[config.mk]
export PLATFORM = sky130hd
export DESIGN_NAME = direction_pulse_gen
export DESIGN_NICKNAME = d
export VERILOG_FILES = /design/src/rtl/pacman_input_pkg.sv /design/src/rtl/button_debounce.sv /design/src/rtl/direction_pulse_gen.sv
export SDC_FILE = /design/constraint.sdc
export NUM_CORES = 1
export LEC_CHECK = 0
export CAP_MARGIN = 10
export CORE_UTILIZATION = 55
export CTS_CLUSTER_SIZE = 14
export DETAILED_ROUTE_END_ITERATION = 12
export PLACE_DENSITY = 0.78
export SLEW_MARGIN = 20
export SYNTH_ARGS = -nofsm -noshare
export SYNTH_HDL_FRONTEND = slang
export SYNTH_SLANG_ARGS = --single-unit
[constraint.sdc]
create_clock -name clk -period 1.66 [get_ports clk]
set_clock_uncertainty 0.2 [all_clocks]
set_input_delay 0.166 -clock clk [delete_from_list [all_inputs] [get_ports clk]]
set_output_delay 0.166 -clock clk [all_outputs]
set_load 0.05 [all_outputs]
[src/rtl/pacman_input_pkg.sv]
// Shared definitions for the Pacman player-control front end.
// btn_idx_t gives each button its bit position in the per-button vectors;
// lower index means higher arbitration priority.
package pacman_input_pkg;

    localparam int unsigned NUM_BTNS = 5;

    typedef enum logic [2:0] {
        BTN_START = 3'd0,
        BTN_UP    = 3'd1,
        BTN_DOWN  = 3'd2,
        BTN_LEFT  = 3'd3,
        BTN_RIGHT = 3'd4
    } btn_idx_t;

    // One-hot grant of the lowest-index (highest-priority) request bit.
    function automatic logic [NUM_BTNS-1:0] pick_winner(input logic [NUM_BTNS-1:0] req);
        return req & (~req + NUM_BTNS'(1));
    endfunction

endpackage

[src/rtl/button_debounce.sv]
// Single-button conditioner: polarity normalisation, two-flop synchroniser,
// stability counter and press-edge detect.
// Ports:
//   clk, reset_n  clock and asynchronous active-low reset
//   raw_in        unsynchronised button pin
//   stable        debounced level, 1 = pressed (registered)
//   rise_c        combinational, high for the one cycle after stable rises
module button_debounce
    import pacman_input_pkg::*;
#(
    parameter int unsigned DEBOUNCE_CYCLES = 50000,
    parameter bit          ACTIVE_LOW      = 1'b1
) (
    input  logic clk,
    input  logic reset_n,
    input  logic raw_in,
    output logic stable,
    output logic rise_c
);

    localparam int unsigned   CNT_W   = $clog2(DEBOUNCE_CYCLES);
    localparam logic [CNT_W-1:0] CNT_MAX = CNT_W'(DEBOUNCE_CYCLES - 1);

    logic             pressed;
    logic             sync1_q, sync1_d;
    logic             sync2_q, sync2_d;
    logic             stable_q, stable_d;
    logic             stable_prev_q, stable_prev_d;
    logic [CNT_W-1:0] count_q, count_d;

    assign pressed = ACTIVE_LOW ? ~raw_in : raw_in;

    // State registers
    always_ff @(posedge clk or negedge reset_n) begin
        if (!reset_n) begin
            sync1_q       <= 1'b0;
            sync2_q       <= 1'b0;
            stable_q      <= 1'b0;
            stable_prev_q <= 1'b0;
            count_q       <= '0;
        end else begin
            sync1_q       <= sync1_d;
            sync2_q       <= sync2_d;
            stable_q      <= stable_d;
            stable_prev_q <= stable_prev_d;
            count_q       <= count_d;
        end
    end

    // Accept a level change only after it has differed for DEBOUNCE_CYCLES
    // consecutive evaluations; any agreement restarts the count.
    always_comb begin
        sync1_d       = pressed;
        sync2_d       = sync1_q;
        stable_d      = stable_q;
        stable_prev_d = stable_q;
        count_d       = count_q;
        if (sync2_q == stable_q) begin
            count_d = '0;
        end else if (count_q == CNT_MAX) begin
            stable_d = sync2_q;
            count_d  = '0;
        end else begin
            count_d = count_q + CNT_W'(1);
        end
    end

    assign stable = stable_q;
    assign rise_c = stable_q & ~stable_prev_q;

endmodule

[src/rtl/direction_pulse_gen.sv]
// Pacman control front end: five debounced buttons, press-edge detect and a
// fixed-priority arbiter producing at most one single-cycle command pulse.
// Ports:
//   clk, reset_n                         clock and asynchronous active-low reset
//   upRaw..startRaw                      unsynchronised button pins
//   upOut..startOut                      registered one-hot press pulses
//   anyHeld                              registered, high while any button is held
module direction_pulse_gen
    import pacman_input_pkg::*;
#(
    parameter int unsigned DEBOUNCE_CYCLES = 50000,
    parameter bit          ACTIVE_LOW      = 1'b1
) (
    input  logic clk,
    input  logic reset_n,
    input  logic upRaw,
    input  logic downRaw,
    input  logic leftRaw,
    input  logic rightRaw,
    input  logic startRaw,
    output logic upOut,
    output logic downOut,
    output logic leftOut,
    output logic rightOut,
    output logic startOut,
    output logic anyHeld
);

    logic [NUM_BTNS-1:0] raw_vec;
    logic [NUM_BTNS-1:0] stable_vec;
    logic [NUM_BTNS-1:0] rise_vec;
    logic [NUM_BTNS-1:0] pulse_q, pulse_d;
    logic                any_held_q, any_held_d;

    // Pack pins by priority index
    always_comb begin
        raw_vec            = '0;
        raw_vec[BTN_START] = startRaw;
        raw_vec[BTN_UP]    = upRaw;
        raw_vec[BTN_DOWN]  = downRaw;
        raw_vec[BTN_LEFT]  = leftRaw;
        raw_vec[BTN_RIGHT] = rightRaw;
    end

    for (genvar i = 0; i < NUM_BTNS; i++) begin : g_btn
        button_debounce #(
            .DEBOUNCE_CYCLES (DEBOUNCE_CYCLES),
            .ACTIVE_LOW      (ACTIVE_LOW)
        ) u_debounce (
            .clk     (clk),
            .reset_n (reset_n),
            .raw_in  (raw_vec[i]),
            .stable  (stable_vec[i]),
            .rise_c  (rise_vec[i])
        );
    end

    // Losing rises are dropped; a held button never re-requests.
    always_comb begin
        pulse_d    = pick_winner(rise_vec);
        any_held_d = |stable_vec;
    end

    always_ff @(posedge clk or negedge reset_n) begin
        if (!reset_n) begin
            pulse_q    <= '0;
            any_held_q <= 1'b0;
        end else begin
            pulse_q    <= pulse_d;
            any_held_q <= any_held_d;
        end
    end

    assign startOut = pulse_q[BTN_START];
    assign upOut    = pulse_q[BTN_UP];
    assign downOut  = pulse_q[BTN_DOWN];
    assign leftOut  = pulse_q[BTN_LEFT];
    assign rightOut = pulse_q[BTN_RIGHT];
    assign anyHeld  = any_held_q;

endmodule
==> results of run 1 <==
cell type report:
type	instances	area, µm²	share of cell area
tap	105	131.4	0.02030
clock buffer	9	123.9	0.01914
sequential	106	2659	0.4109
timing repair buffer	109	924.6	0.1429
inverter	21	78.83	0.01218
multi-input combinational	317	2460	0.3801
clock inverter	7	93.84	0.01450
critical path, cell delays in order, from the launching register on:
cell and delay [ns]:
dfrtp_1 0.46, nor4b_2 0.34, nand4_1 0.24, nand2_2 0.19, buf_6 0.16, nor2_1 0.07
report_power, final:
group / internal [µW] / switching (µW)
sequential: 2620 / 41.0
combinational: 126 / 146
clock: 846 / 874
flip-flops by register name, summed over array words and instances (netlist names):
register                        count
anyHeld                             1
g_btn.u_debounce.count_q           80
g_btn.u_debounce.stable             5
g_btn.u_debounce.stable_prev_q      5
g_btn.u_debounce.sync1_q            5
g_btn.u_debounce.sync2_q            5
pulse_q                             5
synthesized netlist by cell type, drive strengths merged:
| master | number |
|---|---|
| dfrtp | 106 |
| nor2 | 89 |
| xnor2 | 59 |
| nand3 | 30 |
| inv | 21 |
| nor4 | 21 |
| nor3 | 20 |
| nand2 | 19 |
| nand4 | 18 |
| xor2 | 14 |
| and3 | 7 |
| ha | 5 |
| mux2 | 5 |
| nor4bb | 5 |
| buf | 4 |
| nor4b | 4 |
| nor2b | 3 |
| or2 | 3 |
| a21oi | 2 |
| and4bb | 2 |
| nand2b | 2 |
| o31ai | 2 |
| or4 | 2 |
| and4b | 1 |
| clkbuf | 1 |
| nand3b | 1 |
| nand4b | 1 |
| nor3b | 1 |
| o41ai | 1 |
stage by stage:
step,instances,TNS [ns],instance area (µm²),utilization
2_1_floorplan,449,-0.4126,4761,-
3_3_place_gp,620,-0.07496,5456,0.6575
3_5_place_dp,620,-0.9774,5456,0.6575
4_1_cts,653,-0.06778,5874,0.7078
5_1_grt,674,-10.03,6471,0.7797
6_report,674,-3.713,6471,0.7797
logic make-up after synthesis:
kind of cell,after synthesis,synth area share
AOI/OAI and AO/OA,5,0.01108
xor gates and xnor gates,73,0.1348
adders and majority gates,5,0.01319
buffers and inverters,26,0.02294
DFF,106,0.5591
muxes,5,0.01187
and+or+nand+nor,229,0.2471
metal layers:
metal / global-route usage / up-vias / share of wire
li1: - / 1757 / -
met1: 0.2895 / 1888 / 0.41
met2: 0.4059 / 102 / 0.53
met3: 0.04106 / 37 / 0.031
met4: 0.1073 / 0 / 0.033
met5: 0 / - / 0
worst max-delay path by stage:
stage / cells past startpoint / startpoint / endpoint
3_3_place_gp: 4 / g_btn[2].u_debounce.count_q[13] / g_btn[2].u_debounce.stable
6_report: 5 / g_btn[1].u_debounce.count_q[10] / g_btn[1].u_debounce.count_q[5]
3_5_place_dp: 5 / g_btn[0].u_debounce.count_q[0] / g_btn[0].u_debounce.count_q[14]
5_1_grt: 5 / g_btn[1].u_debounce.count_q[10] / g_btn[1].u_debounce.count_q[12]
2_1_floorplan: 5 / g_btn[2].u_debounce.count_q[12] / g_btn[2].u_debounce.count_q[14]
4_1_cts: 4 / g_btn[2].u_debounce.count_q[13] / g_btn[2].u_debounce.stable
repair_timing:
item                                    4_1_cts  5_1_grt
hold buffers                                  2        0
endpoints found under the hold margin       106        0
gates resized for setup                      15       88
setup buffers                                15       21
pin swaps                                     9       41
endpoints found under the setup margin       48       82
gates cloned                                  0        0
==> run summary, run 1 <==
pin count of the biggest net entering global routing -> 44
worst hold-check path type -> in2reg
Tmin final -> 1.786 ns
max cap viols -> 0
core box area -> 8299 µm²
Clock Pin Slew Worst Setup and Hold Paths -> 0.10 ns
1st-pass router iterations -> 6
Clock Tree Root -> clkbuf_8
Final Wtd Congestion -> 0.8674
critical path class -> reg2reg
failing checks -> setup timing
Worst setup EP type -> flip-flop
Starting DRT DRC Count -> 142
Initial Util -> 0.5717
flops & latches, synth -> 106
Syn Nets -> 461
area leader, netlist -> dfrtp_1
gr ovfl total -> 0
hold depth -> 2
Distinct cells, synth -> 34
CP required -> 1.71 ns
crit-path max FO -> 7
Final Max Tran Viols -> 0
HPWL after DPL -> 6232 µm
I/O Pins -> 13
residual DRC count -> 0
top cell type's share of synthesized area -> 0.5591
Num CTS Buffers -> 9
Area Overhead vs Synth -> 36.39%
Die W -> 94.88 µm
hold endpoint -> g_btn[3].u_debounce.sync1_q
Setup WS pre-CTS -> -0.08284 ns
Final WS setup -> -0.1258 ns
H-tree depth -> 3
Routed WL -> 11290 µm
Seq/Total Area, Yosys -> 0.5591
WHS -> 0.06630 ns
GRT Overall Usage -> 0.2360
status -> complete, but fails checks
port bufs -> 12
fill count -> 456
RSZ-0062 raised after global routing -> yes
CTS tree -> built
worst r2r dst -> g_btn[1].u_debounce.count_q[5]
relative slew slack -> 0.6968
PwrDens -> 719.5 nW/µm²
Antenna Nets Post-Route -> 0
Hold Crit Start -> leftRaw
cells after synthesis -> 449
Die ar. -> 9002 µm²
Worst Max-Slew Pin Slew -> 0.4533 ns
routed len/inst -> 16.75 µm
global-route wire length before repair -> 16280 µm
crit path DAT -> 1.83 ns
n_diodes -> 0
mean post-synth cell area -> 10.57 µm²
worst reg2reg path depth -> 5
vias in the first global route -> 3612
final hold violation count -> 0
crit path launch type -> flip-flop
layout cells sized above 1 -> 0.3515
die height -> 94.88 µm
drt via density -> 5.614
FMAX -> 560.0 MHz
Synth Cell Area -> 4745 µm²
# nets final -> 576
CTS max path bufs -> 2
Via Count -> 3784
r2r setup slk -> -0.13 ns
largest cells by area after synthesis -> dfrtp_1, xnor2_1, nor2_1, nand3_1, nor4_1
initial antenna violation count -> 0
Critical R2R Launch -> g_btn[1].u_debounce.count_q[10]
CTS sink count -> 106
most frequent cells in the layout -> dfrtp_1, buf_4, nor2_1, xnor2_1, nand3_1
Pleak -> 0.002752 µW
Max VDD drop -> 547.2 µV
Site Rows -> 33
Final period util -> 1.076
Synth Warn # -> 0
worst skew pair latency -> 0.37 ns
total chip power -> 4656 µW
commonest non-fill, non-tap cell in the layout -> dfrtp_1
final setup fails -> 70
(Power assumes the default switching activity.)
==> run 2: changes to the inputs <==
CELL_PAD_IN_SITES_DETAIL_PLACEMENT = 2   (was unset)
CELL_PAD_IN_SITES_GLOBAL_PLACEMENT = 2   (was unset)
CORE_UTILIZATION = 37   (was 55)
==> run 2 against run 1 <==
Against the previous run: the run still ends with setup timing left; setup slack lost 0.21 ns; clock power grew 35%; utilization shrank 19 points; combinational power grew 56%; largest cell class is now multi-input combinational cells; first-iteration DRC count grew 15%; hold slack lost 0.0090 ns; critical path type unchanged; via count grew 9.9%; sequential share of layout area shrank 5.3 points; maximum frequency shrank 10%.
==> run summary, run 2 (synthesis results as in run 1) <==
failing checks -> setup timing
Site Rows -> 41
Setup WS pre-CTS -> -0.1742 ns
Final WS setup -> -0.3325 ns
n_diodes -> 0
worst r2r dst -> g_btn[2].u_debounce.count_q[12]
critical path class -> reg2reg
layout cells sized above 1 -> 0.5260
die height -> 115.2 µm
gr ovfl total -> 0
crit path launch type -> flip-flop
crit path DAT -> 2.05 ns
global-route wire length before repair -> 26420 µm
initial antenna violation count -> 0
Biggest register -> g_btn.u_debounce.count_q
relative slew slack -> 0.6564
Worst setup EP type -> flip-flop
Net Sw Power -> 1427 µW
sequential share of power -> 0.493
Reg area -> 2673 µm²
final core occ -> 0.5941
worst skew pair latency -> 0.38 ns
CP required -> 1.71 ns
Crit. Startpoint -> g_btn[2].u_debounce.count_q[4]
max cap viols -> 0
PwrDens -> 726.1 nW/µm²
final hold violation count -> 0
Max VDD drop -> 900.3 µV
I/O Pins -> 13
Setup Total Neg Slack -> -13.13 ns
HPWL after DPL -> 9286 µm
CTS max path bufs -> 2
port bufs -> 12
Initial Util -> 0.3775
fill count -> 1147
CTS tree -> built
crit path capture -> g_btn[2].u_debounce.count_q[12]
Internal -> 3994 µW
Num CTS Buffers -> 9
Sw Share -> 0.2633
Die W -> 115.2 µm
routed len/inst -> 27.72 µm
H-tree depth -> 3
CTS sink count -> 106
RSZ-0062 raised after global routing -> yes
Clock Power Share -> 0.429
Worst Max-Slew Pin Slew -> 0.5083 ns
crit-path max FO -> 5
Via Count -> 4160
Clock Tree Root -> clkbuf_16
Critical R2R Launch -> g_btn[2].u_debounce.count_q[4]
Final Max Tran Viols -> 0
pin count of the biggest net entering global routing -> 49
final setup fails -> 83
Gate power share -> 0.078
commonest non-fill, non-tap cell in the layout -> buf_4
Final Wtd Congestion -> 0.7557
Clock Pin Slew Worst Setup and Hold Paths -> 0.09 ns
residual DRC count -> 0
worst reg2reg path depth -> 6
drt via density -> 5.410
1st-pass router iterations -> 4
vias in the first global route -> 4785
core box area -> 12570 µm²
Tmin final -> 1.993 ns
Starting DRT DRC Count -> 164
GRT Overall Usage -> 0.2730
footprint of the multi-input gates -> 2975 µm²
Largest register FFs -> 80
Area Overhead vs Synth -> 57.38%
# nets final -> 604
Pleak -> 0.002947 µW
Die ar. -> 13280 µm²
most frequent cells in the layout -> buf_4, dfrtp_1, xnor2_1, nor2_4, nor2_1
Antenna Nets Post-Route -> 0
Routed WL -> 21320 µm
Final period util -> 1.200
FMAX -> 501.9 MHz
r2r setup slk -> -0.33 ns
status -> complete, but fails checks
worst hold-check path type -> in2reg
==> run 2: changes by cell type in the layout (fill, tap and decap cells not counted), moves of 4 or more <==
cell	delta
clkbuf_16	+9
buf_12	+4
nor4_4	+4
nor2_4	+40
nor4_1	-5
dfrtp_2	+11
dfrtp_1	-11
clkbuf_8	-9
nor2_2	+13
buf_4	+20
nor2_1	-53
==> run 2: timing repair <==
item / CTS / global route
cloned: 1 / 1
hold buffers: 2 / 0
gates resized for setup: 74 / 185
pin swaps: 35 / 81
buffers inserted: 26 / 22
endpoints found under the setup margin: 74 / 82
endpoints found under the hold margin: 106 / 0
==> run 2: worst max-delay path, cell delays in order (launching register included) <==
cell and delay (ns):
dfrtp_1 0.43, nor4_4 0.32, nand3_2 0.16, o41ai_4 0.35, buf_4 0.21, buf_6 0.14, nor2_1 0.06
==> run 2: worst min-delay path by stage <==
stage / from / endpoint / slack [ns] / depth (start not counted)
6_report: downRaw / g_btn[2].u_debounce.sync1_q / 0.06 / 2
5_1_grt: downRaw / g_btn[2].u_debounce.sync1_q / 0.08 / 2
4_1_cts: leftRaw / g_btn[3].u_debounce.sync1_q / 0.08 / 2
3_5_place_dp: reset_n / g_btn[2].u_debounce.count_q[7] / -0.19 / 1
3_3_place_gp: reset_n / g_btn[2].u_debounce.count_q[12] / -0.19 / 1
2_1_floorplan: reset_n / anyHeld / -0.33 / 0
==> run 2: layer usage <==
metal / vias to the layer above / GRT usage / wire length [µm]
li1: 1811 / - / -
met1: 2218 / 0.2705 / 8203
met2: 84 / 0.5245 / 11920
met3: 47 / 0.06431 / 487
met4: 0 / 0.1437 / 712
met5: - / 0 / 0
==> run 2: power groups by stage <==
stage,Clock [µW],Sequential (µW),Combinational (µW)
floorplan,0,2700,77.6
global placement,0,2700,221
detailed placement,0,2710,240
CTS,2260,2660,315
global route,2440,2680,449
finish,2330,2670,424
==> run 2: stage by stage <==
| stage | total power, µW | hold slack [ns] | cells | area, µm² |
|---|---|---|---|---|
| 2_1_floorplan | 2779 | -0.3296 | 449 | 4761 |
| 3_3_place_gp | 2923 | -0.1918 | 705 | 5663 |
| 3_5_place_dp | 2948 | -0.1871 | 705 | 5663 |
| 4_1_cts | 5231 | 0.08320 | 749 | 6518 |
| 5_1_grt | 5568 | 0.07566 | 769 | 7467 |
| 6_report | 5422 | 0.05731 | 769 | 7467 |
==> run 2: layout make-up <==
cell class | instances | share of cell area
flip-flops and latches | 106 | 0.3579
repair buffers | 137 | 0.1634
clock buffers | 9 | 0.03016
multi-input cells | 317 | 0.3985
clock inverters | 7 | 0.01072
inverters | 21 | 0.01056
well taps | 172 | 0.02882
